==> config.mk <==
export PLATFORM = sky130hd
export DESIGN_NAME = upower_fetch_issue_flat
export DESIGN_NICKNAME = d
export VERILOG_FILES = /design/src/rtl/upower_fetch_issue_if.sv /design/src/rtl/upower_fetch_issue.sv /design/src/flat_wrapper.sv
export SDC_FILE = /design/constraint.sdc
export NUM_CORES = 1
export LEC_CHECK = 0
export BUFFER_PORTS_ARGS = -buffer_cell sky130_fd_sc_hd__buf_2
export CAP_MARGIN = 30
export CORE_MARGIN = 5
export CORE_UTILIZATION = 54
export DETAILED_ROUTE_END_ITERATION = 6
export PLACE_DENSITY = 0.89
export SLEW_MARGIN = 25
export SYNTH_ARGS = -nofsm -noshare
export SYNTH_HDL_FRONTEND = slang
export SYNTH_SLANG_ARGS = --single-unit
export TNS_END_PERCENT = 1
==> constraint.sdc <==
create_clock -name clk -period 2.85 [get_ports clk]
set_input_delay 0 -clock clk [delete_from_list [all_inputs] [get_ports clk]]
set_output_delay 0 -clock clk [all_outputs]
set_load 0.01 [all_outputs]
==> src/rtl/upower_fetch_issue_if.sv <==
// Fetch/issue bus bundle: instruction-memory handshake, decode handshake and branch outcome.
// The master modport is the sequencer side; the slave modport is the memory/decode/execute side.
interface upower_fetch_issue_if #(
  parameter int ADDR_W = 32
) ();
  logic              imem_req;
  logic [ADDR_W-1:0] imem_addr;
  logic              imem_ack;
  logic [31:0]       imem_rdata;
  logic              dec_valid;
  logic              dec_ready;
  logic [5:0]        opcode;
  logic [9:0]        ext_opcode;
  logic [4:0]        rt;
  logic [4:0]        ra;
  logic [4:0]        rb;
  logic [15:0]       imm16;
  logic [ADDR_W-1:0] pc_out;
  logic              br_valid;
  logic              beq;
  logic              bne;
  logic              zero;
  logic              redirect;

  modport master (
    output imem_req, imem_addr, dec_valid, opcode, ext_opcode, rt, ra, rb, imm16,
           pc_out, redirect,
    input  imem_ack, imem_rdata, dec_ready, br_valid, beq, bne, zero
  );

  modport slave (
    input  imem_req, imem_addr, dec_valid, opcode, ext_opcode, rt, ra, rb, imm16,
           pc_out, redirect,
    output imem_ack, imem_rdata, dec_ready, br_valid, beq, bne, zero
  );
endinterface

==> src/rtl/upower_fetch_issue.sv <==
// uPOWER fetch/issue sequencer: fetch one word, issue its fields to decode, and
// stall on a conditional branch until the outcome arrives, then update the PC.
module upower_fetch_issue #(
  parameter int                ADDR_W     = 32,
  parameter logic [ADDR_W-1:0] RESET_PC   = '0,
  parameter logic [5:0]        BRANCH_OPC = 6'd16
) (
  input  logic                  clk,
  input  logic                  rst_n,
  upower_fetch_issue_if.master  bus
);
  localparam logic [1:0] ST_FETCH   = 2'd0;
  localparam logic [1:0] ST_WAIT    = 2'd1;
  localparam logic [1:0] ST_ISSUE   = 2'd2;
  localparam logic [1:0] ST_RESOLVE = 2'd3;

  logic [1:0]        state_reg;
  logic [ADDR_W-1:0] pc_reg;
  logic [ADDR_W-1:0] pc_out_reg;
  logic [31:0]       ir_reg;
  logic              imem_req_reg;
  logic              dec_valid_reg;
  logic              redirect_reg;
  logic              taken;
  logic [ADDR_W-1:0] br_offset;

  // Both beq and bne asserted makes the branch taken whatever zero says.
  assign taken     = (bus.beq & bus.zero) | (bus.bne & ~bus.zero);
  assign br_offset = {{(ADDR_W-16){ir_reg[15]}}, ir_reg[15:2], 2'b00};

  always_ff @(posedge clk or negedge rst_n) begin
    if (!rst_n) begin
      state_reg     <= ST_FETCH;
      pc_reg        <= RESET_PC;
      pc_out_reg    <= '0;
      ir_reg        <= '0;
      imem_req_reg  <= 1'b0;
      dec_valid_reg <= 1'b0;
      redirect_reg  <= 1'b0;
    end else begin
      redirect_reg <= 1'b0;
      case (state_reg)
        ST_FETCH: begin
          imem_req_reg <= 1'b1;
          state_reg    <= ST_WAIT;
        end
        ST_WAIT: begin
          if (bus.imem_ack) begin
            ir_reg        <= bus.imem_rdata;
            pc_out_reg    <= pc_reg;
            imem_req_reg  <= 1'b0;
            dec_valid_reg <= 1'b1;
            state_reg     <= ST_ISSUE;
          end
        end
        ST_ISSUE: begin
          if (bus.dec_ready) begin
            dec_valid_reg <= 1'b0;
            if (ir_reg[31:26] == BRANCH_OPC) begin
              state_reg <= ST_RESOLVE;
            end else begin
              pc_reg    <= pc_reg + ADDR_W'(4);
              state_reg <= ST_FETCH;
            end
          end
        end
        ST_RESOLVE: begin
          if (bus.br_valid) begin
            pc_reg       <= taken ? (pc_out_reg + br_offset) : (pc_out_reg + ADDR_W'(4));
            redirect_reg <= taken;
            state_reg    <= ST_FETCH;
          end
        end
        default: state_reg <= ST_FETCH;
      endcase
    end
  end

  assign bus.imem_req   = imem_req_reg;
  assign bus.imem_addr  = pc_reg;
  assign bus.dec_valid  = dec_valid_reg;
  assign bus.pc_out     = pc_out_reg;
  assign bus.redirect   = redirect_reg;
  assign bus.opcode     = ir_reg[31:26];
  assign bus.ext_opcode = ir_reg[10:1];
  assign bus.rt         = ir_reg[25:21];
  assign bus.ra         = ir_reg[20:16];
  assign bus.rb         = ir_reg[15:11];
  assign bus.imm16      = ir_reg[15:0];
endmodule
==> src/flat_wrapper.sv <==
// flat-port wrapper written by rule: the top's interface ports become plain ports
module upower_fetch_issue_flat 
#(
  parameter int                ADDR_W     = 32,
  parameter logic [ADDR_W-1:0] RESET_PC   = '0,
  parameter logic [5:0]        BRANCH_OPC = 6'd16
)
  (clk, rst_n, bus_imem_req, bus_imem_addr, bus_dec_valid, bus_opcode, bus_ext_opcode, bus_rt, bus_ra, bus_rb, bus_imm16, bus_pc_out, bus_redirect, bus_imem_ack, bus_imem_rdata, bus_dec_ready, bus_br_valid, bus_beq, bus_bne, bus_zero);
  upower_fetch_issue_if #(.ADDR_W(ADDR_W)) bus_i ();
  input  logic clk;
  input  logic rst_n;
  output wire logic [$bits(bus_i.imem_req)-1:0] bus_imem_req;
  output wire logic [$bits(bus_i.imem_addr)-1:0] bus_imem_addr;
  output wire logic [$bits(bus_i.dec_valid)-1:0] bus_dec_valid;
  output wire logic [$bits(bus_i.opcode)-1:0] bus_opcode;
  output wire logic [$bits(bus_i.ext_opcode)-1:0] bus_ext_opcode;
  output wire logic [$bits(bus_i.rt)-1:0] bus_rt;
  output wire logic [$bits(bus_i.ra)-1:0] bus_ra;
  output wire logic [$bits(bus_i.rb)-1:0] bus_rb;
  output wire logic [$bits(bus_i.imm16)-1:0] bus_imm16;
  output wire logic [$bits(bus_i.pc_out)-1:0] bus_pc_out;
  output wire logic [$bits(bus_i.redirect)-1:0] bus_redirect;
  input wire logic [$bits(bus_i.imem_ack)-1:0] bus_imem_ack;
  input wire logic [$bits(bus_i.imem_rdata)-1:0] bus_imem_rdata;
  input wire logic [$bits(bus_i.dec_ready)-1:0] bus_dec_ready;
  input wire logic [$bits(bus_i.br_valid)-1:0] bus_br_valid;
  input wire logic [$bits(bus_i.beq)-1:0] bus_beq;
  input wire logic [$bits(bus_i.bne)-1:0] bus_bne;
  input wire logic [$bits(bus_i.zero)-1:0] bus_zero;
  assign bus_imem_req = bus_i.imem_req;
  assign bus_imem_addr = bus_i.imem_addr;
  assign bus_dec_valid = bus_i.dec_valid;
  assign bus_opcode = bus_i.opcode;
  assign bus_ext_opcode = bus_i.ext_opcode;
  assign bus_rt = bus_i.rt;
  assign bus_ra = bus_i.ra;
  assign bus_rb = bus_i.rb;
  assign bus_imm16 = bus_i.imm16;
  assign bus_pc_out = bus_i.pc_out;
  assign bus_redirect = bus_i.redirect;
  assign bus_i.imem_ack = bus_imem_ack;
  assign bus_i.imem_rdata = bus_imem_rdata;
  assign bus_i.dec_ready = bus_dec_ready;
  assign bus_i.br_valid = bus_br_valid;
  assign bus_i.beq = bus_beq;
  assign bus_i.bne = bus_bne;
  assign bus_i.zero = bus_zero;
  upower_fetch_issue #(.ADDR_W(ADDR_W), .RESET_PC(RESET_PC), .BRANCH_OPC(BRANCH_OPC)) u_core (.clk(clk), .rst_n(rst_n), .bus(bus_i));
endmodule
# ---- Word-level counts from Yosys, hierarchy flattened
# Cells that the tools add are included.
dict set report totals {
  regBits 101
  latchBits 0
  ram_bits 0
  mem_bits_ro 0
  in_bits 40
  mem_count 0
}
dict set report classes {
  n_addsub 3
  mul 0
  div_mod_pow 0
  magnitude_cmp 0
  eq_ne 8
  n_shift 0
  mux 17
  bitwise_logic 4
  reduce_logical 9
}
# op count
set op_table {}
lappend op_table {{2-to-1 mux 32 bit} 4}
lappend op_table {{adder 32 x 3 -> 32 bit (second input constant)} 2}
lappend op_table {{case mux 32 bit (2 select lines)} 1}
lappend op_table {{adder 32 bit} 1}
lappend op_table {{2-to-1 mux 2 bit} 4}
lappend op_table {{inequality test 2 bit (second input constant)} 4}
lappend op_table {{case mux 2 bit (4 select lines)} 1}
lappend op_table {{equality test 6 x 5 -> 1 bit (second input constant)} 1}
lappend op_table {{AND reduction 3 bit} 2}
lappend op_table {{nonzero test 2 bit} 3}
lappend op_table {{2-to-1 mux 1 bit} 5}
lappend op_table {{equality test 2 bit (second input constant)} 2}
lappend op_table {{case mux 1 bit (2 select lines)} 2}
lappend op_table {{AND reduction 2 bit} 2}
lappend op_table {{AND reduction 4 bit} 1}
lappend op_table {{AND 1 bit} 2}
lappend op_table {{equality test 2 x 1 -> 1 bit (second input constant)} 1}
lappend op_table {{logical NOT 2 bit} 1}
lappend op_table {{inverter 1 bit} 1}
lappend op_table {{bitwise OR 1 bit} 1}

# ---- Longest topological paths before layout
# Gate-level depths: netlist of the first run.
dict set report depth {
  word_depth 6
  mapped_depth 14
  mapped_depth_nobuf 12
}

# ---- Worst setup path after synthesis of the first run
# OpenSTA, ideal clock, no wires.
dict set report synth_path {
  kind {input to register}
  start {input port bus_zero}
  end {register u_core.pc_reg[30] (netlist: u_core.bus.imem_addr[30])}
  arrival_ns 2.619
  required_ns 2.730
  slack_ns 0.111
  path_stages 14
  path_buffers 3
  path_cell_list {mux2_4 -> buf_6 -> clkbuf_1 -> and2_1 -> ha_1 -> buf_2 -> o21a_1 -> o21ai_0 -> a22oi_1 -> a21boi_0 -> a31o_4 -> nor3b_1 -> a311o_1 -> a31o_1}
}
dict set report synth_via {
  elab_chain_len 6
  word_cells_on_any_way 7
  classes_between {mux (3); bitwise (4)}
}
# element line
set synth_rtl {}
lappend synth_rtl {{from (decl)} flat_wrapper.sv:29} ;# input wire logic [$bits(bus_i.zero)-1:0] bus_zero;
lappend synth_rtl {{inverter 1 bit} upower_fetch_issue.sv:28} ;# assign taken = (bus.beq & bus.zero) | (bus.bne & ~bus.zero);
lappend synth_rtl {{AND 1 bit} upower_fetch_issue.sv:28}
lappend synth_rtl {{bitwise OR 1 bit *} upower_fetch_issue.sv:28}
lappend synth_rtl {{2-to-1 mux 32 bit *} upower_fetch_issue.sv:69} ;# pc_reg <= taken ? (pc_out_reg + br_offset) : (pc_out_reg + ADDR_W'(4));
lappend synth_rtl {{2-to-1 mux 32 bit *} upower_fetch_issue.sv:68} ;# if (bus.br_valid) begin
lappend synth_rtl {{case mux 32 bit (2 select lines) *} upower_fetch_issue.sv:42} ;# case (state_reg)
lappend synth_rtl {{to (signal assigned)} upower_fetch_issue.sv:62} ;# pc_reg <= pc_reg + ADDR_W'(4);
lappend synth_rtl {{to (signal assigned)} upower_fetch_issue.sv:69}
lappend synth_rtl {{to (decl)} upower_fetch_issue.sv:18} ;# logic [ADDR_W-1:0] pc_reg;
# Mark *: on every way between the ends. The rest lies on a longest branch, timed or not. The select of a mux whose other input is x is not followed.
# A chain may end at the register's enable or synchronous reset.

# ---- Final worst setup path of the first run
dict set report layout_path {
  start {register u_core.ir_reg[12]}
  end {register u_core.pc_reg[23] (netlist: u_core.bus.imem_addr[23])}
}
dict set report layout_via {
  elab_chain_len 4
}
# element line
set layout_rtl {}
lappend layout_rtl {{from (decl)} upower_fetch_issue.sv:20} ;# logic [31:0] ir_reg;
lappend layout_rtl {{from (signal assigned)} upower_fetch_issue.sv:49} ;# ir_reg <= bus.imem_rdata;
lappend layout_rtl {{adder 32 bit} upower_fetch_issue.sv:69}
lappend layout_rtl {{2-to-1 mux 32 bit} upower_fetch_issue.sv:69}
lappend layout_rtl {{2-to-1 mux 32 bit} upower_fetch_issue.sv:68}
lappend layout_rtl {{case mux 32 bit (2 select lines)} upower_fetch_issue.sv:42}
# No other way between the ends. The select of a mux whose other input is x is not followed.

==> impl_results.md, run 1 <==
* Fmax achieved at 369 MHz
* Peak VDD IR at 0.743 mV
* Crit path launch type: register
* DR DRC count at 0
* DIE WIDTH at 118 um
* CP most frequent cell: a221oi_2
* Internal power at 5140 uW
* FFs w/ async S/R, synth at 1.00
* Fin crit share at 0.951
* Synthesized Nets at 710
* Seq pwr share at 0.332
* Dpl hpwl at 12.9 mm
* Worst hold-check path type: primary input to register
* RSZ-0062 raised after global routing: true
* Buf/Inv on CP at 0
* Final setup violation count at 0
* Global-route wire length before repair at 30.6 mm
* Post-Syn Instances at 655
* Max incr delay on CP at 410 ps
* FF-to-FF path depth at 10
* Status: finished, final reports clean
* I/O Buffers at 153
* Max Cap Viol at 0
* Sw Share at 0.447
* Min-Delay Path Depth at 4
* #FFs+latches synth at 101
* Setup TNS at 0 ps
* Post-CTS Setup Bufs at 0
* H-tree Lvls at 3
* Inst Count DP at 925
* Clock Skews at 10.1 ps
* DRT antenna net count at 0
* Io pins at 154
* Fin cells at 976
* Gate power share at 0.526
* WS Path Type: register to register
* P per Cell Area at 1180 mW/mm^2
* Final wirelength at 18.2 mm
* Final hold vios at 0
* Longest Clk Path Bufs at 2
* TritonCTS Sinks at 101
* Final Max Slew Viols at 0
* Die Y at 118 um
* Largest net degree at the start of global routing at 55
* CP top delay family: simple AND/OR/NAND/NOR gates
* Worst-Skew Late Latency at 360 ps
* Crit path arrival time at 2970 ps
* CP max FO at 7
* Layout cells sized above 1 at 0.353
* RePlAce Congestion at 0.931
* Slew Limit Headroom at 0.538
* Initial core utilization at 0.551
* DR iter-0 viols at 500
* Net switching power at 4150 uW
* Clock slew at reported path FFs at 70 ps
* Number of synthesized flops with an enable pin at 0
* Period minus WS final at 2710 ps
* Synth Cell Area at 0.00629 sq mm
* Syn Area/Cell at 9.60 sq um
* Hold_ws at 31.5 ps
* Clock root cell: clkbuf_16
* Wire per inst at 18.7 um
* Vias in the first global route at 6008
* Nets at 883
* Row Count at 39
* CP max stage cell: dfrtp_1
* Synth Warn # at 0
* Area grow syn2layout at 25.4%
* LEAKAGE at 0.00346 uW
* Clock share of power at 0.143
* DR pass1 iterations at 6
* Final Util at 0.691
* Total grt overflow at 0
* Num CTS Buffers at 9
* Diode count at 0
* Post-synthesis sequential area ratio at 0.402
* TritonCTS clock tree: done
* Via count at 6006
* Worst slew pin tran at 691 ps
* Worst Path Required at 3100 ps
* GRT Overall Usage at 0.264
* Post-synth top flop: dfrtp_1
* Distinct cells, synth at 83
* Levels on crit path at 10
* Worst path cell trace: and2_1, ha_2, nand4_1, nor4_1, nor2_1, a221oi_2, or3_1, o21ai_2, xnor2_1, a221oi_2
* Initial antenna violation count at 0
* Die ar. at 0.0139 sq mm
* Core Region at 0.0114 sq mm
* Via density per instance at 6.15
* Worst Setup End Kind: register
[tightest hold or removal path: stages]
cell and delay (ps):
buf_2 90, nand2b_1 70, a21oi_1 140, nor2_1 50
[area by class of cell]
class / instances / area (sq um)
inverters: 10 / 37.5
clock inverters: 7 / 97.6
multi-input cells: 492 / 3480
flip-flops and latches: 101 / 2530
well taps: 143 / 179
fillers: 907 / 3530
repair buffers: 214 / 1340
clock buffers: 9 / 225
[cell families after synthesis]
kind of cell / count (synthesis) / synth area share
and+or+nand+nor: 204 / 0.175
DFF: 101 / 0.402
muxes: 71 / 0.126
buffers and inverters: 62 / 0.0501
adders and majority gates: 15 / 0.0310
AOI/OAI and AO/OA: 175 / 0.178
xor gates and xnor gates: 27 / 0.0376
[synthesized netlist by cell type (6+ instances only)]
| cell type | count | share of area |
|---|---|---|
| a21o_1 | 6 | 0.0072 |
| a21oi_1 | 61 | 0.049 |
| and2_1 | 19 | 0.019 |
| and3_1 | 9 | 0.0089 |
| buf_2 | 7 | 0.0056 |
| buf_4 | 15 | 0.018 |
| clkbuf_1 | 21 | 0.013 |
| dfrtp_1 | 101 | 0.40 |
| ha_1 | 14 | 0.028 |
| inv_1 | 10 | 0.0060 |
| mux2_2 | 63 | 0.11 |
| mux2i_1 | 7 | 0.011 |
| nand2_1 | 45 | 0.027 |
| nand3_1 | 22 | 0.018 |
| nand4_1 | 10 | 0.0099 |
| nand4b_1 | 6 | 0.0084 |
| nor2_1 | 32 | 0.019 |
| nor3_1 | 18 | 0.014 |
| nor4_1 | 7 | 0.0070 |
| o21ai_0 | 42 | 0.033 |
| o22ai_1 | 7 | 0.0070 |
| xnor2_1 | 19 | 0.026 |
| xor2_1 | 8 | 0.011 |
[power groups by stage]
stage | Sequential, uW | Combinational (uW) | Clock [uW]
after CTS | 3050 | 4830 | 1340
final | 3080 | 4890 | 1330
after global routing | 3200 | 5370 | 1410
after global placement | 3040 | 4640 | 0
after floorplan | 3030 | 3100 | 0
after detailed placement | 3070 | 4760 | 0
[path summary, 6_finish.rpt]
check                                                  from                                    to  slack, ps
max                           u_core.ir_reg[12]$_DFFE_PN0P_  u_core.bus.imem_addr[23]$_DFFE_PN0P_        140
min reg2reg                u_core.bus.pc_out[1]$_DFFE_PN0P_   u_core.bus.imem_addr[1]$_DFFE_PN0P_        500
min in group asynchronous                             rst_n          u_core.ir_reg[1]$_DFFE_PN0P_        210
max reg2reg                   u_core.ir_reg[12]$_DFFE_PN0P_  u_core.bus.imem_addr[23]$_DFFE_PN0P_        140
max in group asynchronous                             rst_n     u_core.bus.pc_out[23]$_DFFE_PN0P_       1940
min                                           bus_dec_ready      u_core.bus.dec_valid$_DFFE_PN0P_         30
[per-layer routing]
layer  routed length, um  part of all wire  track usage  vias to the layer above
li1                    -                 -            -                     2741
met1                7160              0.39        0.335                     2896
met2                8900              0.49        0.432                      324
met3                1680             0.092       0.0802                       45
met4                 461             0.025       0.0875                        0
met5                   0                 0            0                        -
[per-stage QoR]
step | cell area [sq um] | worst slack, ps | total power [uW]
5_1_grt | 7890 | -35.2 | 9980
3_5_place_dp | 7190 | 10.1 | 7830
4_1_cts | 7870 | 92.2 | 9220
2_1_floorplan | 6290 | 111 | 6120
3_3_place_gp | 7190 | 51.0 | 7690
6_report | 7890 | 140 | 9300
[cells in the final DEF, fill, tap and decap left out, types with 13 or more instances in the layout]
| cell | netlist | layout |
|---|---|---|
| buf_2 | 7 | 152 |
| a21oi_1 | 61 | 58 |
| nor3_1 | 18 | 18 |
| dlygate4sd3_1 | 0 | 35 |
| ha_1 | 14 | 13 |
| o21ai_0 | 42 | 41 |
| buf_4 | 15 | 25 |
| mux2_2 | 63 | 63 |
| nand2_1 | 45 | 45 |
| nand3_1 | 22 | 21 |
| dfrtp_1 | 101 | 101 |
| xnor2_1 | 19 | 19 |
| and2_1 | 19 | 19 |
| nor2_1 | 32 | 32 |
[repair_timing]
item                                   4_1_cts  5_1_grt
resized for setup                            0        7
setup endpoints to repair                    0       11
hold buffers                                35        0
endpoints found under the hold margin       81        0
Note: power is estimated with default switching activity, not from simulation.
==> inputs of run 2 (changes only) <==
- CORE_ASPECT_RATIO: unset -> 0.6
- SETUP_SLACK_MARGIN: unset -> 0.2
- SLEW_MARGIN: 25 -> 20
==> run 2 against run 1 <==
  * Clock-buffer cell count grew 1
  * Design area grew 3.3%
  * Sequential share of layout area shrank 1.0 points
  * Highest routed layer unchanged
  * Total power grew 4.9%
  * Core utilization grew 2.8 points
  * Register-to-register slack lost 30 ps
  * Maximum frequency shrank 1.0%
  * Clock skew shrank 4.0 ps
  * Clock power shrank 4%
  * Worst setup slack lost 29 ps
  * Sequential power is essentially flat
==> impl_results.md, run 2 (synthesized netlist as in run 1, its figures left out) <==
* Peak VDD IR at 0.742 mV (about the same)
* Largest net degree at the start of global routing at 53 (-3.6%)
* GRT Overall Usage at 0.287 (+0.0225)
* FF-to-FF path depth at 11 (+1)
* Worst Path Required at 3080 ps (-20 ps)
* Slew Limit Headroom at 0.538 (about the same)
* DR iter-0 viols at 993 (+99%)
* Most common cell after layout, fill and taps aside: buf_2
* Fin worst setup slack at 111 ps (-28.5 ps)
* Die Y at 93.6 um (-21%)
* Min-Delay Path Depth at 4 (unchanged)
* Nets at 897 (+1.6%)
* Worst hold-check path type: primary input to register
* Global-route wire length before repair at 31.7 mm (+3.7%)
* Final hold vios at 0 (unchanged)
* I/O Buffers at 153 (unchanged)
* RSZ-0062 raised after global routing: true
* CP max FO at 4 (-3)
* Num CTS Buffers at 9 (unchanged)
* Row Count at 30 (-23%)
* Max Cap Viol at 0 (unchanged)
* Longest Clk Path Bufs at 2 (unchanged)
* Period minus WS final at 2740 ps (+28.5 ps)
* Worst slew pin tran at 693 ps (+1.99 ps)
* Clock slew at reported path FFs at 70 ps (about the same)
* Worst-Skew Late Latency at 350 ps (about the same)
* Grt met2 use at 0.439 (+0.00772)
* Initial antenna violation count at 0 (unchanged)
* Fmax achieved at 365 MHz (-1.0%)
* Wire per inst at 20.2 um (+8.3%)
* Die ar. at 0.0140 sq mm (+0.51%)
* Layout cells sized above 1 at 0.387 (+0.0343)
* Clock root cell: clkbuf_16
* Total grt overflow at 0 (unchanged)
* Routing usage on met1 at 0.397 (+0.0622)
* H-tree Lvls at 3 (unchanged)
* Fin crit share at 0.961 (+0.0100)
* Crit path arrival time at 2970 ps (about the same)
* Via density per instance at 6.22 (+1.0%)
* WS Path Type: register to register
* Crit path launch type: register
* Busiest grt layer: met2
* DRT antenna net count at 0 (unchanged)
* Most frequent cells in the layout: buf_2, dfrtp_1, mux2_2
* Final Max Slew Viols at 0 (unchanged)
* Diode count at 0 (unchanged)
* Reg area at 0.00253 sq mm (unchanged)
* Initial core utilization at 0.555 (+0.00401)
* Vias in the first global route at 5927 (-1.3%)
* TritonCTS clock tree: done
* Grt met3 use at 0.0862 (+0.00595)
* Setup WS pre-CTS at -99.1 ps (-109 ps)
* Io pins at 154 (unchanged)
* DIE WIDTH at 149 um (+27%)
* Final wirelength at 20.3 mm (+12%)
* TritonCTS Sinks at 101 (unchanged)
* DR pass1 iterations at 6 (unchanged)
* Final design instance area without fill at 0.00814 sq mm (+3.3%)
* Status: finished, final reports clean
* Clock Skews at 6.09 ps (-3.96 ps)
* Worst Setup End Kind: register
* Fill count at 816 (-10%)
* Multi-input gate area at 0.00364 sq mm (+4.5%)
* Post-DP Area at 0.00727 sq mm (+1.1%)
* Area grow syn2layout at 29.5%
* P per Cell Area at 1200 mW/mm^2 (+1.6%)
* Via count at 6259 (+4.2%)
* LEAKAGE at 0.00356 uW (+2.7%)
* RePlAce Congestion at 0.962 (+3.3%)
* Core Region at 0.0113 sq mm (-0.72%)
* DR DRC count at 0 (unchanged)
* Dpl hpwl at 13.6 mm (+4.8%)
* Final setup violation count at 0 (unchanged)
run 2: cell count changes in the layout (fill, tap and decap cells not counted), moves of 3 or more:
cell	delta
a211oi_1	-3
a211oi_2	+3
and2_1	-3
and2_4	+3
buf_4	+15
ha_1	-6
ha_4	+6
run 2: power breakdown:
part	switching (uW)	total (uW)	internal, uW
combinational	2900	5370	2470
clock	570	1280	712
sequential	988	3100	2110
total	4460	9750	5290
run 2: what timing repair did:
action	in CTS	in global routing
setup endpoints to repair	14	20
hold buffers	35	0
setup buffers	2	3
hold endpoints to repair	85	0
cloned	0	0
resized for setup	11	19
pin swaps	9	12
run 2: path summary, 6_finish.rpt:
path	startpoint	slack, ps	to
min in group asynchronous	rst_n	230	u_core.bus.pc_out[30]$_DFFE_PN0P_
max in group asynchronous	rst_n	1820	u_core.state_reg[0]$_DFFE_PN0P_
min reg2reg	u_core.ir_reg[21]$_DFFE_PN0P_	500	u_core.ir_reg[21]$_DFFE_PN0P_
max reg2reg	u_core.ir_reg[9]$_DFFE_PN0P_	110	u_core.bus.imem_addr[29]$_DFFE_PN0P_
min	bus_dec_ready	40	u_core.bus.dec_valid$_DFFE_PN0P_
max	u_core.ir_reg[9]$_DFFE_PN0P_	110	u_core.bus.imem_addr[29]$_DFFE_PN0P_
run 2: critical path, stage by stage (launching register included):
cell and delay [ps]:
dfrtp_1 420, and2_4 170, ha_4 280, nand4_1 200
o211ai_1 350, a211oi_2 90, a21oi_2 220, o2111ai_2 150
buf_4 190, o31ai_4 220, mux2i_1 270, nor4_2 50
run 2: metrics by stage:
step	utilization	power [uW]	setup TNS [ps]	hold slack (ps)	cells
floorplan	-	6130	0	-296	655
global placement	0.642	7810	-8.53	73.0	950
detailed placement	0.642	7930	-283	73.6	950
CTS	0.708	9400	0	29.6	1003
global route	0.718	10400	-93.4	85.7	1007
finish	0.718	9750	0	35.4	1007
run 2: final cells by class:
type                    count  area share
repair buffers            228       0.176
clock inverters             6     0.00845
inverters                  10     0.00461
clock buffers              10      0.0293
well taps                 160      0.0246
multi-input cells         492       0.447
flip-flops and latches    101       0.310
run 2: layer usage:
| metal | routed length, um | vias to the layer above |
|---|---|---|
| met3 | 2360 | 42 |
| met2 | 9090 | 419 |
| met4 | 375 | 0 |
| met5 | 0 | - |
| met1 | 8510 | 3027 |
| li1 | - | 2771 |
